## src/rtl/pipelined_adder_pkg.sv

```systemverilog
// Shared constants and per-stage control payload for the chunked pipelined adder.
package pipelined_adder_pkg;
    localparam int DEF_WIDTH  = 16;
    localparam int DEF_STAGES = 4;

    typedef struct packed {
        logic carry;
        logic sub;
    } stage_ctrl_t;
endpackage

```

## src/rtl/fulladder.sv

```systemverilog
// One-bit full adder cell.
module fulladder (
    input  logic i_a,
    input  logic i_b,
    input  logic i_c,
    output logic o_s,
    output logic o_c
);
    assign o_s = i_a ^ i_b ^ i_c;
    assign o_c = (i_a & i_b) | (i_c & (i_a ^ i_b));
endmodule

```

## src/rtl/pipelined_adder_stage.sv

```systemverilog
// CW-bit ripple adder from fulladder cells; also exposes the carry into its MSB.
module adder_stage #(
    parameter int CW = 4
) (
    input  logic [CW-1:0] i_a,
    input  logic [CW-1:0] i_b,
    input  logic          i_c,
    output logic [CW-1:0] o_s,
    output logic          o_c,
    output logic          o_msb_c
);
    logic [CW:0] w_c;

    assign w_c[0] = i_c;

    for (genvar i = 0; i < CW; i++) begin : g_bit
        fulladder u_fa (
            .i_a (i_a[i]),
            .i_b (i_b[i]),
            .i_c (w_c[i]),
            .o_s (o_s[i]),
            .o_c (w_c[i+1])
        );
    end

    assign o_c     = w_c[CW];
    assign o_msb_c = w_c[CW-1];
endmodule

```

## src/rtl/pipelined_adder.sv

```systemverilog
// Add/subtract pipelined over STAGES chunks with valid/ready handshake per stage.
module pipelined_adder
    import pipelined_adder_pkg::*;
#(
    parameter int WIDTH  = DEF_WIDTH,
    parameter int STAGES = DEF_STAGES
) (
    input  logic             clk,
    input  logic             rst_n,
    input  logic             in_valid,
    output logic             in_ready,
    input  logic [WIDTH-1:0] A,
    input  logic [WIDTH-1:0] B,
    input  logic             Cin,
    input  logic             Sub,
    output logic             out_valid,
    input  logic             out_ready,
    output logic [WIDTH-1:0] Sum,
    output logic             Cout,
    output logic             Ovf
);
    localparam int CW = WIDTH / STAGES;

    logic [STAGES-1:0] r_vld;
    logic [STAGES-1:0] w_upv;
    logic [STAGES-1:0] w_ld;
    logic [STAGES:0]   w_rdy;
    logic [WIDTH-1:0]  w_bx;

    assign w_bx = Sub ? ~B : B;

    // A stage can take a beat when empty or when its own beat leaves this cycle.
    always_comb begin
        w_rdy         = '0;
        w_rdy[STAGES] = out_ready;
        for (int k = STAGES - 1; k >= 0; k--) begin
            w_rdy[k] = !r_vld[k] || w_rdy[k+1];
        end
    end

    always_comb begin
        w_upv    = '0;
        w_upv[0] = in_valid;
        for (int k = 1; k < STAGES; k++) begin
            w_upv[k] = r_vld[k-1];
        end
    end

    assign w_ld = w_rdy[STAGES-1:0] & w_upv;

    always_ff @(posedge clk or negedge rst_n) begin
        if (!rst_n) begin
            r_vld <= '0;
        end else begin
            r_vld <= (w_rdy[STAGES-1:0] & w_upv) | (~w_rdy[STAGES-1:0] & r_vld);
        end
    end

    for (genvar k = 0; k < STAGES; k++) begin : g_stage
        localparam int LO = k * CW;

        logic [CW-1:0]    w_a;
        logic [CW-1:0]    w_b;
        logic [CW-1:0]    w_s;
        logic             w_ci;
        logic             w_sub;
        logic             w_co;
        logic             w_msb_ci;
        logic [LO+CW-1:0] w_sum_nx;
        logic [LO+CW-1:0] r_sum;

        if (k == 0) begin : g_src
            assign w_a      = A[CW-1:0];
            assign w_b      = w_bx[CW-1:0];
            assign w_ci     = Cin ^ Sub;
            assign w_sub    = Sub;
            assign w_sum_nx = w_s;
        end else begin : g_src
            assign w_a      = g_stage[k-1].g_mid.r_a[CW-1:0];
            assign w_b      = g_stage[k-1].g_mid.r_bx[CW-1:0];
            assign w_ci     = g_stage[k-1].g_mid.r_ctl.carry;
            assign w_sub    = g_stage[k-1].g_mid.r_ctl.sub;
            assign w_sum_nx = {w_s, g_stage[k-1].r_sum};
        end

        adder_stage #(.CW(CW)) u_add (
            .i_a     (w_a),
            .i_b     (w_b),
            .i_c     (w_ci),
            .o_s     (w_s),
            .o_c     (w_co),
            .o_msb_c (w_msb_ci)
        );

        always_ff @(posedge clk or negedge rst_n) begin
            if (!rst_n) begin
                r_sum <= '0;
            end else if (w_ld[k]) begin
                r_sum <= w_sum_nx;
            end
        end

        if (k < STAGES - 1) begin : g_mid
            localparam int PW = WIDTH - LO - CW;

            logic [PW-1:0] w_pa;
            logic [PW-1:0] w_pb;
            logic [PW-1:0] r_a;
            logic [PW-1:0] r_bx;
            stage_ctrl_t   r_ctl;
            logic          w_unused;

            // Overflow only matters at the MSB chunk.
            assign w_unused = w_msb_ci;

            if (k == 0) begin : g_pend
                assign w_pa = A[WIDTH-1:CW];
                assign w_pb = w_bx[WIDTH-1:CW];
            end else begin : g_pend
                assign w_pa = g_stage[k-1].g_mid.r_a[PW+CW-1:CW];
                assign w_pb = g_stage[k-1].g_mid.r_bx[PW+CW-1:CW];
            end

            always_ff @(posedge clk or negedge rst_n) begin
                if (!rst_n) begin
                    r_a   <= '0;
                    r_bx  <= '0;
                    r_ctl <= '0;
                end else if (w_ld[k]) begin
                    r_a   <= w_pa;
                    r_bx  <= w_pb;
                    r_ctl <= '{carry: w_co, sub: w_sub};
                end
            end
        end else begin : g_last
            logic r_cout;
            logic r_ovf;

            always_ff @(posedge clk or negedge rst_n) begin
                if (!rst_n) begin
                    r_cout <= 1'b0;
                    r_ovf  <= 1'b0;
                end else if (w_ld[k]) begin
                    r_cout <= w_co ^ w_sub;
                    r_ovf  <= w_msb_ci ^ w_co;
                end
            end
        end
    end

    assign in_ready  = w_rdy[0];
    assign out_valid = r_vld[STAGES-1];
    assign Sum       = g_stage[STAGES-1].r_sum;
    assign Cout      = g_stage[STAGES-1].g_last.r_cout;
    assign Ovf       = g_stage[STAGES-1].g_last.r_ovf;
endmodule

```

## config.mk

```make
export PLATFORM = sky130hd
export DESIGN_NAME = pipelined_adder
export DESIGN_NICKNAME = d
export VERILOG_FILES = /design/src/rtl/pipelined_adder_pkg.sv /design/src/rtl/fulladder.sv /design/src/rtl/pipelined_adder_stage.sv /design/src/rtl/pipelined_adder.sv
export SDC_FILE = /design/constraint.sdc
export NUM_CORES = 1
export LEC_CHECK = 0
export BUFFER_PORTS_ARGS = -buffer_cell sky130_fd_sc_hd__buf_4
export CAP_MARGIN = 15
export CORE_MARGIN = 1
export CORE_UTILIZATION = 40
export DETAILED_ROUTE_END_ITERATION = 10
export SLEW_MARGIN = 20
export SYNTH_ARGS = -nofsm -noshare
export SYNTH_HDL_FRONTEND = slang
export SYNTH_SLANG_ARGS = --single-unit
```

## constraint.sdc

```tcl
create_clock -name clk -period 3.8 [get_ports clk]
set_clock_uncertainty 0.05 [all_clocks]
set_input_delay 0.19 -clock clk [delete_from_list [all_inputs] [get_ports clk]]
set_output_delay 0.19 -clock clk [all_outputs]
set_load 0.03 [all_outputs]
```

==> key figures, run 1 <==
Route
  • Avg Vias per Cell: 4.62
  • Drt first pass iters: 4
  • Antenna viol nets, final: 0
  • DR vias: 2332
  • Routed length per placed instance: 14.3 microns
  • Initial DRC count: 79
  • Drt total wl: about 7200 microns
  • Residual DRC: 0

STA
  • # setup viols final: 0
  • RSZ-0062 raised after global routing: false
  • Slew HR: 29.8%
  • Hold Slack: just under 0.03 ns
  • Final worst path period share: 70.5%
  • Crit path time final: approximately 2.7 ns
  • Worst Max-Slew Pin Slew: 1.05 ns
  • Max Slew Vio Count: 0
  • Fin Setup TNS: 0 ns
  • F_max: 373 MHz
  • Fin. Hold Viols: 0

Cells and area
  • Most common cell after layout, fill and taps aside: dfrtp_1
  • Synth-to-Final Area Change: 20.0%
  • Sequential cell area: 2500 sq um
  • Multi-input gate area: approximately 1700 sq um
  • Number of diodes: 0
  • Final layout net count: 414
  • Filler instances: 971
  • Commonest cells after routing, fill and taps aside: dfrtp_1 (100), mux2_2 (59), buf_4 (58), inv_1 (30), mux2_4 (25)
  • Share of layout cells above drive strength 1: 44.7%

Pwr
  • Max IR drop VDD: 271 uV
  • Power per cell area: 680 nW/um^2
  • Leakage: roughly 2.5 nW

Worst setup path
  • R2R depth: 8
  • Crit path capture: Ovf
  • Worst Setup Start Kind: register
  • Reg2reg setup slack: approximately 1.1 ns
  • Critical Path Source: g_stage[2].g_mid.r_a[0]
  • CP arrival: 2.88 ns
  • Required @ worst endpoint: 4.00 ns
  • CP endpoint kind: register
  • CP Class: register to register
  • R2r endpoint: Ovf
  • Reg2reg start: g_stage[2].g_mid.r_a[0]
  • Max FO, Critical Path: 2

Clock network
  • CTS tree: yes
  • CTS Buffer Depth: 2
  • # clock sinks: 100
  • Clock root buffer: clkbuf_8
  • Post_cts resized: 0
  • H-Tree Depth: 3
  • Reg clk slew, reported paths: roughly 0.10 ns
  • CTS buffer count: 9
  • Post-CTS Setup Bufs: 0
  • Clk Latency, worst-skew pair: 0.36 ns

Logic synthesis
  • Yosys top cell by area: dfrtp_1
  • Yosys warning total: 0
  • Area contributors post-synth: dfrtp_1 (56%), mux2_2 (15%), mux2_4 (8.5%), fa_1 (7.2%), xor2_1 (2.6%)
  • Seq/Total Area, Yosys: 56.4%
  • Syn Inst Count: 287
  • Synth cell types: 19
  • Mapped Area: 4430 sq um
  • Post-Syn Area per Cell: ~15 sq um
  • Share of the synthesized area in the top cell type: 56.4%
  • Synthesized flop and latch total: 100
  • Syn nets: 341

Run
  • Max Cap Violations: 0

Global routing
  • GRT overflow: 0
  • Largest net degree at the start of global routing: 87
  • Aggregate global-route resource usage: 13.8%
  • Initial antenna violation count: 0
  • Vias in the first global route: 2415
  • Global-route wire length before repair: 12000 microns

Die
  • Initial Util: 40.9%
  • Core ar.: 10800 sq um
  • Die Ht: 107 microns
  • Die area: around 12000 sq um
  • I/O Pins: 58
  • FP Rows: 38
  • Die W: 107 microns

Worst hold path
  • Hold Crit Class: input pin to register

Place
  • IO buf count: 57
  • RD Place Congestion: 0.711
  • HPWL Detailed: 4890 microns

Outcome
  • Status: finished clean
[cells by family after synthesis]
logic type | synth area share (%)
buffers and inverters | 4.21
DFF | 56.4
muxes | 25.5
xor gates and xnor gates | 3.75
adders and majority gates | 7.23
and+or+nand+nor | 1.78
AOI/OAI and AO/OA | 1.10
[critical path, stage by stage, from the launching register on]
cell and delay, ns:
dfrtp_1 0.41, fa_1 0.41, inv_1 0.08, fa_1 0.17, inv_1 0.05, fa_1 0.48
fa_1 0.48, xor2_1 0.18, mux2_2 0.26
[state kept, by name, indices dropped and copies added, names as in the netlist, named ones only]
| name | count |
|---|---|
| Sum | 16 |
| g_stage.w_ci | 3 |
| g_stage.w_sub | 3 |
| g_stage.r_sum | 24 |
| g_stage.g_mid.r_bx | 24 |
| g_stage.g_mid.r_a | 24 |
| Cout | 1 |
| Ovf | 1 |
[worst min-delay path by stage]
stage              from                  endpoint  slack, ns  cells after the start
2_1_floorplan     rst_n                      Cout      -0.16                      0
3_3_place_gp   in_valid                  register       0.35                      2
3_5_place_dp   in_valid                  register       0.35                      2
4_1_cts            A[8]   g_stage[0].g_mid.r_a[4]      0.002                      2
5_1_grt           A[14]  g_stage[0].g_mid.r_a[10]      0.006                      2
6_report          A[14]  g_stage[0].g_mid.r_a[10]       0.03                      2
[metal layers]
metal	up-vias	track usage (%)	wire length (microns)
li1	1094	-	-
met1	1190	19.3	3580
met2	37	21.1	3280
met3	11	3.21	223
met4	0	4.99	114
met5	-	0	0
[report_power, final]
part / internal (mW) / switching (mW) / leakage, nW / total (mW)
clock: 0.315 / 0.380 / 0.0984 / 0.694
combinational: 0.658 / 0.590 / 1.22 / 1.25
sequential: 1.45 / 0.218 / 1.17 / 1.67
[synth_stat cells, drive strengths merged]
cell type	number
xnor2	6
buf	10
inv	30
fa	16
and4b	1
o21ai	6
dfrtp	100
nand2b	4
nand2	5
mux2	84
xor2	13
a21boi	1
nand3b	1
mux2i	9
nand4b	1
[final cells by class]
class	count	area share, %
tap	140	3.29
inverter	30	2.12
clock inverter	7	1.55
multi-input combinational	147	32.8
timing repair buffer	72	10.8
sequential	100	47.1
clock buffer	9	2.33
[through the flow]
stage	area [sq um]	setup WS, ns	util [%]	instances	power (mW)
2_1_floorplan	4430	0.977	-	287	2.54
3_3_place_gp	4980	1.11	45.9	476	2.92
3_5_place_dp	4980	1.04	45.9	476	2.97
4_1_cts	5280	1.09	48.7	502	3.67
5_1_grt	5320	1.00	49.1	505	3.87
6_report	5320	1.12	49.1	505	3.61
[repair_timing]
item	4_1_cts	5_1_grt
endpoints found under the setup margin	0	0
hold endpoints to repair	10	87
hold buffers	10	3
No activity file was read; power rests on OpenSTA's default activity.
==> inputs of run 2 (changes only) <==
--- a/config.mk
+++ b/config.mk
@@ -5,6 +5,7 @@
 export SDC_FILE = /design/constraint.sdc
 export NUM_CORES = 1
 export LEC_CHECK = 0
+export ABC_AREA = 1
 export BUFFER_PORTS_ARGS = -buffer_cell sky130_fd_sc_hd__buf_4
 export CAP_MARGIN = 15
 export CORE_MARGIN = 1
==> constraint.sdc (replaced) <==
create_clock -name clk -period 2.7 [get_ports clk]
set_clock_uncertainty 0.05 [all_clocks]
set_input_delay 0.135 -clock clk [delete_from_list [all_inputs] [get_ports clk]]
set_output_delay 0.135 -clock clk [all_outputs]
set_load 0.03 [all_outputs]
==> run 2 against run 1 <==
First-iteration DRC count rose by 81%. Synthesized area is 3.0% higher. Count of clock-buffer cells in the layout up 2. Critical endpoint is now Cout. Routed wire length is 15% higher. Core utilization is 0.43 points higher. Worst hold slack better by 0.0011 ns. Register-to-register slack got worse by 0.93 ns. Largest cell class unchanged. Critical path type unchanged. Largest power group unchanged. Sequential power grew 41%. Global-route usage up 1.9 points. Cell area grew 2.2%. Die area grew 3.0%. Combinational power is 59% higher.
==> key figures, run 2 <==
Logic synthesis
  • Top-count cell post-synth: nand2_1
  • Yosys top cell by area: dfrtp_1
  • Syn nets: 523
  • Number of synthesized flops with an enable pin: 0
  • Synth cell types: 22
  • Seq/Total Area, Yosys: 54.8%
  • Most frequent cells after synthesis: nand2_1 (153), dfrtp_1 (100), nand3_1 (65)
  • Area contributors post-synth: dfrtp_1 (55%), nand2_1 (13%), nand3_1 (7.1%), fa_1 (7.0%), inv_1 (2.9%)
  • Synthesized flop and latch total: 100
  • Post-Syn Area per Cell: 9.74 sq um
  • Share of the synthesized area in the top cell type: 54.8%
  • Yosys warning total: 0
  • Syn Inst Count: 469
  • Mapped Area: 4570 sq um
  • Post-synth ARST share: 100%
  • Top_reg_cell synth: dfrtp_1

Global routing
  • Largest net degree at the start of global routing: 59
  • Vias in the first global route: 3004
  • Initial antenna violation count: 0
  • GRT overflow: 0
  • Aggregate global-route resource usage: 15.7%
  • Global-route wire length before repair: 14400 microns

Worst setup path
  • Reg2reg setup slack: about 0.19 ns
  • Critical Path Source: g_stage[2].g_mid.r_a[0]
  • R2R depth: 8
  • CP max stage cell: fa_1
  • Required @ worst endpoint: ~2.9 ns
  • CP arrival: 2.72 ns
  • R2r endpoint: Cout
  • Reg2reg start: g_stage[2].g_mid.r_a[0]
  • Most frequent CP cell: fa_1
  • Max FO, Critical Path: 2
  • CP endpoint kind: register
  • Crit path capture: Cout
  • Worst Setup Start Kind: register
  • Crit path cell chain: fa_1, inv_1, fa_1, inv_1, fa_1, fa_1, xnor2_1, o21ai_0
  • CP Class: register to register
  • Crit path largest cell delay: between 0.4 and 0.5 ns

STA
  • RSZ-0062 raised after global routing: false
  • Final worst path period share: 93.1%
  • Slew HR: 63.1%
  • # setup viols final: 0
  • Final worst setup slack: 0.186 ns
  • Hold Slack: approximately 0.03 ns
  • Fin. Hold Viols: 0
  • Fin Setup TNS: 0 ns
  • Worst Max-Slew Pin Slew: 0.552 ns
  • F_max: 398 MHz
  • Max Slew Vio Count: 0
  • Crit path time final: 2.51 ns

Clock network
  • CTS Buffer Depth: 2
  • Post_cts resized: 0
  • Reg clk slew, reported paths: 0.07 ns
  • H-Tree Depth: 3
  • # clock sinks: 100
  • Clock root buffer: clkbuf_16
  • CTS tree: yes
  • CTS buffer count: 9
  • Clk Latency, worst-skew pair: 0.35 ns

Worst hold path
  • Hold Crit Class: input pin to register

Run
  • Max Cap Violations: 0

Pwr
  • Max IR drop VDD: around 630 uV
  • Leakage: 2.79 nW
  • Power per cell area: slightly above 1000 nW/um^2

Place
  • HPWL Detailed: approximately 5700 microns
  • IO buf count: 57
  • RD Place Congestion: 0.715
  • Setup WS pre-CTS: 0.158 ns

Die
  • FP Rows: 38
  • Die W: 109 microns
  • Initial Util: 41.6%
  • I/O Pins: slightly below 60
  • Core ar.: 11000 sq um
  • Die area: 11900 sq um
  • Die Ht: between 100 and 150 microns

Cells and area
  • Largest registers: g_stage.g_mid.r_a x24, g_stage.g_mid.r_bx x24, g_stage.r_sum x24
  • Commonest cells after routing, fill and taps aside: nand2_1 (153), dfrtp_1 (100), nand3_1 (65), buf_4 (61), inv_1 (35)
  • Most common cell after layout, fill and taps aside: nand2_1
  • Number of diodes: 0
  • Final layout net count: 581
  • Synth-to-Final Area Change: 19.0%
  • Share of layout cells above drive strength 1: a little under a fifth

Route
  • Routed length per placed instance: 12.3 microns
  • Residual DRC: 0
  • DR vias: 3063
  • Antenna viol nets, final: 0
  • Initial DRC count: 143
  • Avg Vias per Cell: around 4.6
  • Drt total wl: 8260 microns
  • Drt first pass iters: 4

Outcome
  • Status: finished clean
[run 2: cell types whose count changed in the layout (fill, tap and decap cells not counted), sizes merged, moves of 5 or more]
cell	before	now
nor2	0	13
nand2	5	158
o21ai	6	19
mux2i	9	0
nand3	0	66
mux2	84	0
inv	33	38
a21oi	0	12
[run 2: layout make-up]
type                    instances  area [sq um]
inverters                      37           139
flip-flops and latches        100          2500
clock inverters                 5          37.5
clock buffers                  11           233
repair buffers                 75           608
multi-input cells             304          1740
well taps                     140           175
fillers                      1063          5550
[run 2: per-stage QoR]
| stage | utilization [%] | cells | power [mW] | area (sq um) |
|---|---|---|---|---|
| final | 49.5 | 672 | 5.52 | 5440 |
| after floorplan | - | 469 | 3.82 | 4570 |
| after detailed placement | 45.8 | 643 | 4.39 | 5030 |
| after global routing | 49.5 | 672 | 6.00 | 5440 |
| after CTS | 49.5 | 672 | 5.60 | 5440 |
| after global placement | 45.8 | 643 | 4.32 | 5030 |
[run 2: worst min path at each step]
stage          startpoint                  endpoint  cells past startpoint
6_report             B[5]  g_stage[0].g_mid.r_bx[1]                      4
3_5_place_dp        rst_n                    Sum[4]                      1
2_1_floorplan       rst_n                      Cout                      0
5_1_grt              B[4]  g_stage[0].g_mid.r_bx[0]                      4
3_3_place_gp        rst_n                    Sum[4]                      1
4_1_cts              B[7]  g_stage[0].g_mid.r_bx[3]                      4
[run 2: cell families after synthesis]
family,after synthesis,share of synthesized area [%]
AOI/OAI and AO/OA,31,4.38
xor gates and xnor gates,19,3.64
adders and majority gates,16,7.01
buffers and inverters,65,7.12
DFF,100,54.8
and+or+nand+nor,238,23.1
[run 2: layer usage]
metal / track usage (%) / wire length, microns
met1: 23.4 / 4340
met2: 22.3 / 3470
met5: 0 / 0
met3: 4.12 / 341
met4: 4.92 / 104
[run 2: timing repair]
| item | in CTS | in global routing |
|---|---|---|
| endpoints found under the hold margin | 54 | 0 |
| buffers inserted | 0 | 0 |
| hold buffers | 13 | 0 |
[run 2: power by group]
| part | switching, mW | leakage, nW | internal (mW) |
|---|---|---|---|
| clock network | 0.547 | 0.126 | 0.629 |
| logic | 1.24 | 1.44 | 0.756 |
| registers | 0.315 | 1.22 | 2.04 |
[run 2: critical path: cells and delay by family (launching register included)]
| kind | cells | cell delay, ns |
|---|---|---|
| flip-flops | 1 | 0.40 |
| buffers and inverters | 2 | 0.13 |
| adder cells (fa/ha/maj) | 4 | 1.53 |
| XOR/XNOR | 1 | 0.14 |
| AO/OA/AOI/OAI | 1 | 0.16 |
==> inputs of run 3 (changes only) <==
--- a/config.mk
+++ b/config.mk
@@ -9,8 +9,10 @@
 export BUFFER_PORTS_ARGS = -buffer_cell sky130_fd_sc_hd__buf_4
 export CAP_MARGIN = 15
 export CORE_MARGIN = 1
-export CORE_UTILIZATION = 40
+export CORE_UTILIZATION = 55
 export DETAILED_ROUTE_END_ITERATION = 10
+export PLACE_DENSITY = 0.76
+export REMOVE_ABC_BUFFERS = 1
 export SLEW_MARGIN = 20
 export SYNTH_ARGS = -nofsm -noshare
 export SYNTH_HDL_FRONTEND = slang
==> run 3 against run 2 <==
Non-clock buffer count increased by 8. Total power fell by 2.3%. Critical path depth unchanged. Largest power group unchanged. Highest routed layer unchanged.
==> key figures, run 3 (same netlist as run 2, synthesis figures left out) <==
Cells and area
  • Final layout net count: ~590
  • Most common cell after layout, fill and taps aside: nand2_1
  • Largest registers: g_stage.g_mid.r_a x24, g_stage.g_mid.r_bx x24, g_stage.r_sum x24
  • Commonest cells after routing, fill and taps aside: nand2_1 (153), dfrtp_1 (100), nand3_1 (65), buf_4 (63), inv_1 (35)
  • Number of diodes: 0
  • Synth-to-Final Area Change: 18.6%
  • Share of layout cells above drive strength 1: 18.7%

Global routing
  • Global-route wire length before repair: 14100 microns
  • GRT overflow: 0
  • Aggregate global-route resource usage: 21.1%
  • Initial antenna violation count: 0
  • Vias in the first global route: 3086
  • Largest net degree at the start of global routing: between 70 and 80

Worst setup path
  • CP endpoint kind: register
  • CP Class: register to register
  • CP arrival: approximately 2.8 ns
  • Worst Setup Start Kind: register
  • Required @ worst endpoint: 2.89 ns
  • Max FO, Critical Path: 2

Pwr
  • Clock share of power: 20.1%
  • Switching pwr: 2.05 mW
  • Leakage: 2.81 nW
  • Power per cell area: 995 nW/um^2
  • Gate power share: 35.7%
  • Tot Pwr: 5.39 mW
  • Switch share: between 30% and 40%
  • Internal power: 3.35 mW
  • Sequential power share: 44.2%
  • Max IR drop VDD: 333 uV

STA
  • Hold Slack: 0.0122 ns
  • Worst Max-Slew Pin Slew: 0.934 ns
  • F_max: 392 MHz
  • Final worst path period share: between 90 and 100%
  • Fin. Hold Viols: 0
  • Fin Setup TNS: 0 ns
  • # setup viols final: 0
  • Slew HR: 37.7%
  • Crit path time final: 2.55 ns
  • RSZ-0062 raised after global routing: false
  • Final worst setup slack: 0.148 ns
  • Max Slew Vio Count: 0

Route
  • Avg Vias per Cell: 4.87
  • Drt total wl: 8000 microns
  • Drt first pass iters: 4
  • DR vias: 3124
  • Antenna viol nets, final: 0
  • Initial DRC count: between 100 and 150
  • Residual DRC: 0
  • Routed length per placed instance: 12.5 microns

Die
  • Die W: 93.1 microns
  • Core ar.: 7890 sq um
  • Die area: 8670 sq um
  • Initial Util: about 58%
  • FP Rows: 32
  • Die Ht: 93.1 microns
  • I/O Pins: just under 60

Clock network
  • Reg clk slew, reported paths: approximately 0.090 ns
  • Clock root buffer: clkbuf_8
  • H-Tree Depth: 3
  • CTS buffer count: 9
  • # clock sinks: 100
  • CTS tree: yes
  • Clk Latency, worst-skew pair: roughly 0.37 ns
  • Post_cts resized: 0
  • CTS Buffer Depth: 2
  • Post-CTS Setup Bufs: 0

Run
  • Max Cap Violations: 0

Worst hold path
  • Hold Crit Class: input pin to register

Place
  • IO buf count: 57
  • RD Place Congestion: 0.729
  • HPWL Detailed: between 5000 and 6000 microns
  • Setup WS pre-CTS: ~0.16 ns

Outcome
  • Status: finished clean
[run 3: cell types whose count changed in the layout (fill, tap and decap cells not counted), moves of 2 or more]
cell           before  now
dlygate4sd3_1      13   20
buf_4              61   63
clkbuf_16           9    0
clkbuf_1            2    0
clkbuf_8            0   11
bufinv_16           0    2
[run 3: metrics by stage]
step	utilization, %	std cells	cell area, sq um
6_report	68.7	642	5420
5_1_grt	68.7	642	5420
4_1_cts	68.7	642	5420
3_5_place_dp	63.2	606	4980
3_3_place_gp	63.2	606	4980
2_1_floorplan	-	441	4380
[run 3: power groups by stage]
stage | logic, mW | registers (mW) | clock network (mW)
2_1_floorplan | 1.08 | 2.61 | 0
3_3_place_gp | 1.85 | 2.38 | 0
3_5_place_dp | 1.92 | 2.41 | 0
4_1_cts | 1.96 | 2.38 | 1.10
5_1_grt | 2.20 | 2.44 | 1.17
6_report | 1.93 | 2.38 | 1.08
[run 3: timing repair]
item	in CTS	in global routing
hold endpoints to repair	95	0
hold buffers	20	0
endpoints found under the setup margin	0	0
[run 3: path summary, 6_finish.rpt]
check | start | endpoint | slack [ns] | depth (start not counted)
max in group asynchronous | rst_n | g_stage[0].g_mid.r_bx[4] | 1.46 | 3
hold reg to reg | g_stage[1].w_ci | g_stage[1].w_ci | 0.43 | 2
hold / removal | B[14] | g_stage[0].g_mid.r_bx[10] | 0.01 | 4
min in group asynchronous | rst_n | g_stage[0].g_mid.r_a[0] | 0.40 | 2
setup reg to reg | g_stage[2].g_mid.r_a[0] | Ovf | 0.15 | 8
setup / recovery | g_stage[2].g_mid.r_a[0] | Ovf | 0.15 | 8
[run 3: final cells by class]
cell class                      count  area, sq um
Sequential cell                   100         2500
Fill cell                         630         2470
Clock buffer                       11          151
Tap cell                          102          128
Multi-Input combinational cell    304         1740
Clock inverter                      5         83.8
Inverter                           37          139
Timing Repair Buffer               83          673
[run 3: worst max-delay path, stage by stage (launching register included)]
cell and delay (ns):
dfrtp_1 0.42, fa_1 0.42, inv_1 0.08, fa_1 0.16, inv_1 0.05, fa_1 0.49, fa_1 0.49, xnor2_1 0.16
o21ai_0 0.09
[run 3: layer usage]
metal | global-route usage (%) | vias up | part of all wire, % | routed length [microns]
met1 | 28.6 | 1462 | 46 | 3650
met2 | 34.0 | 61 | 49 | 3890
met4 | 10.0 | 0 | 2.1 | 168
li1 | - | 1590 | - | -
met5 | 0 | - | 0 | 0
met3 | 2.93 | 11 | 3.5 | 281
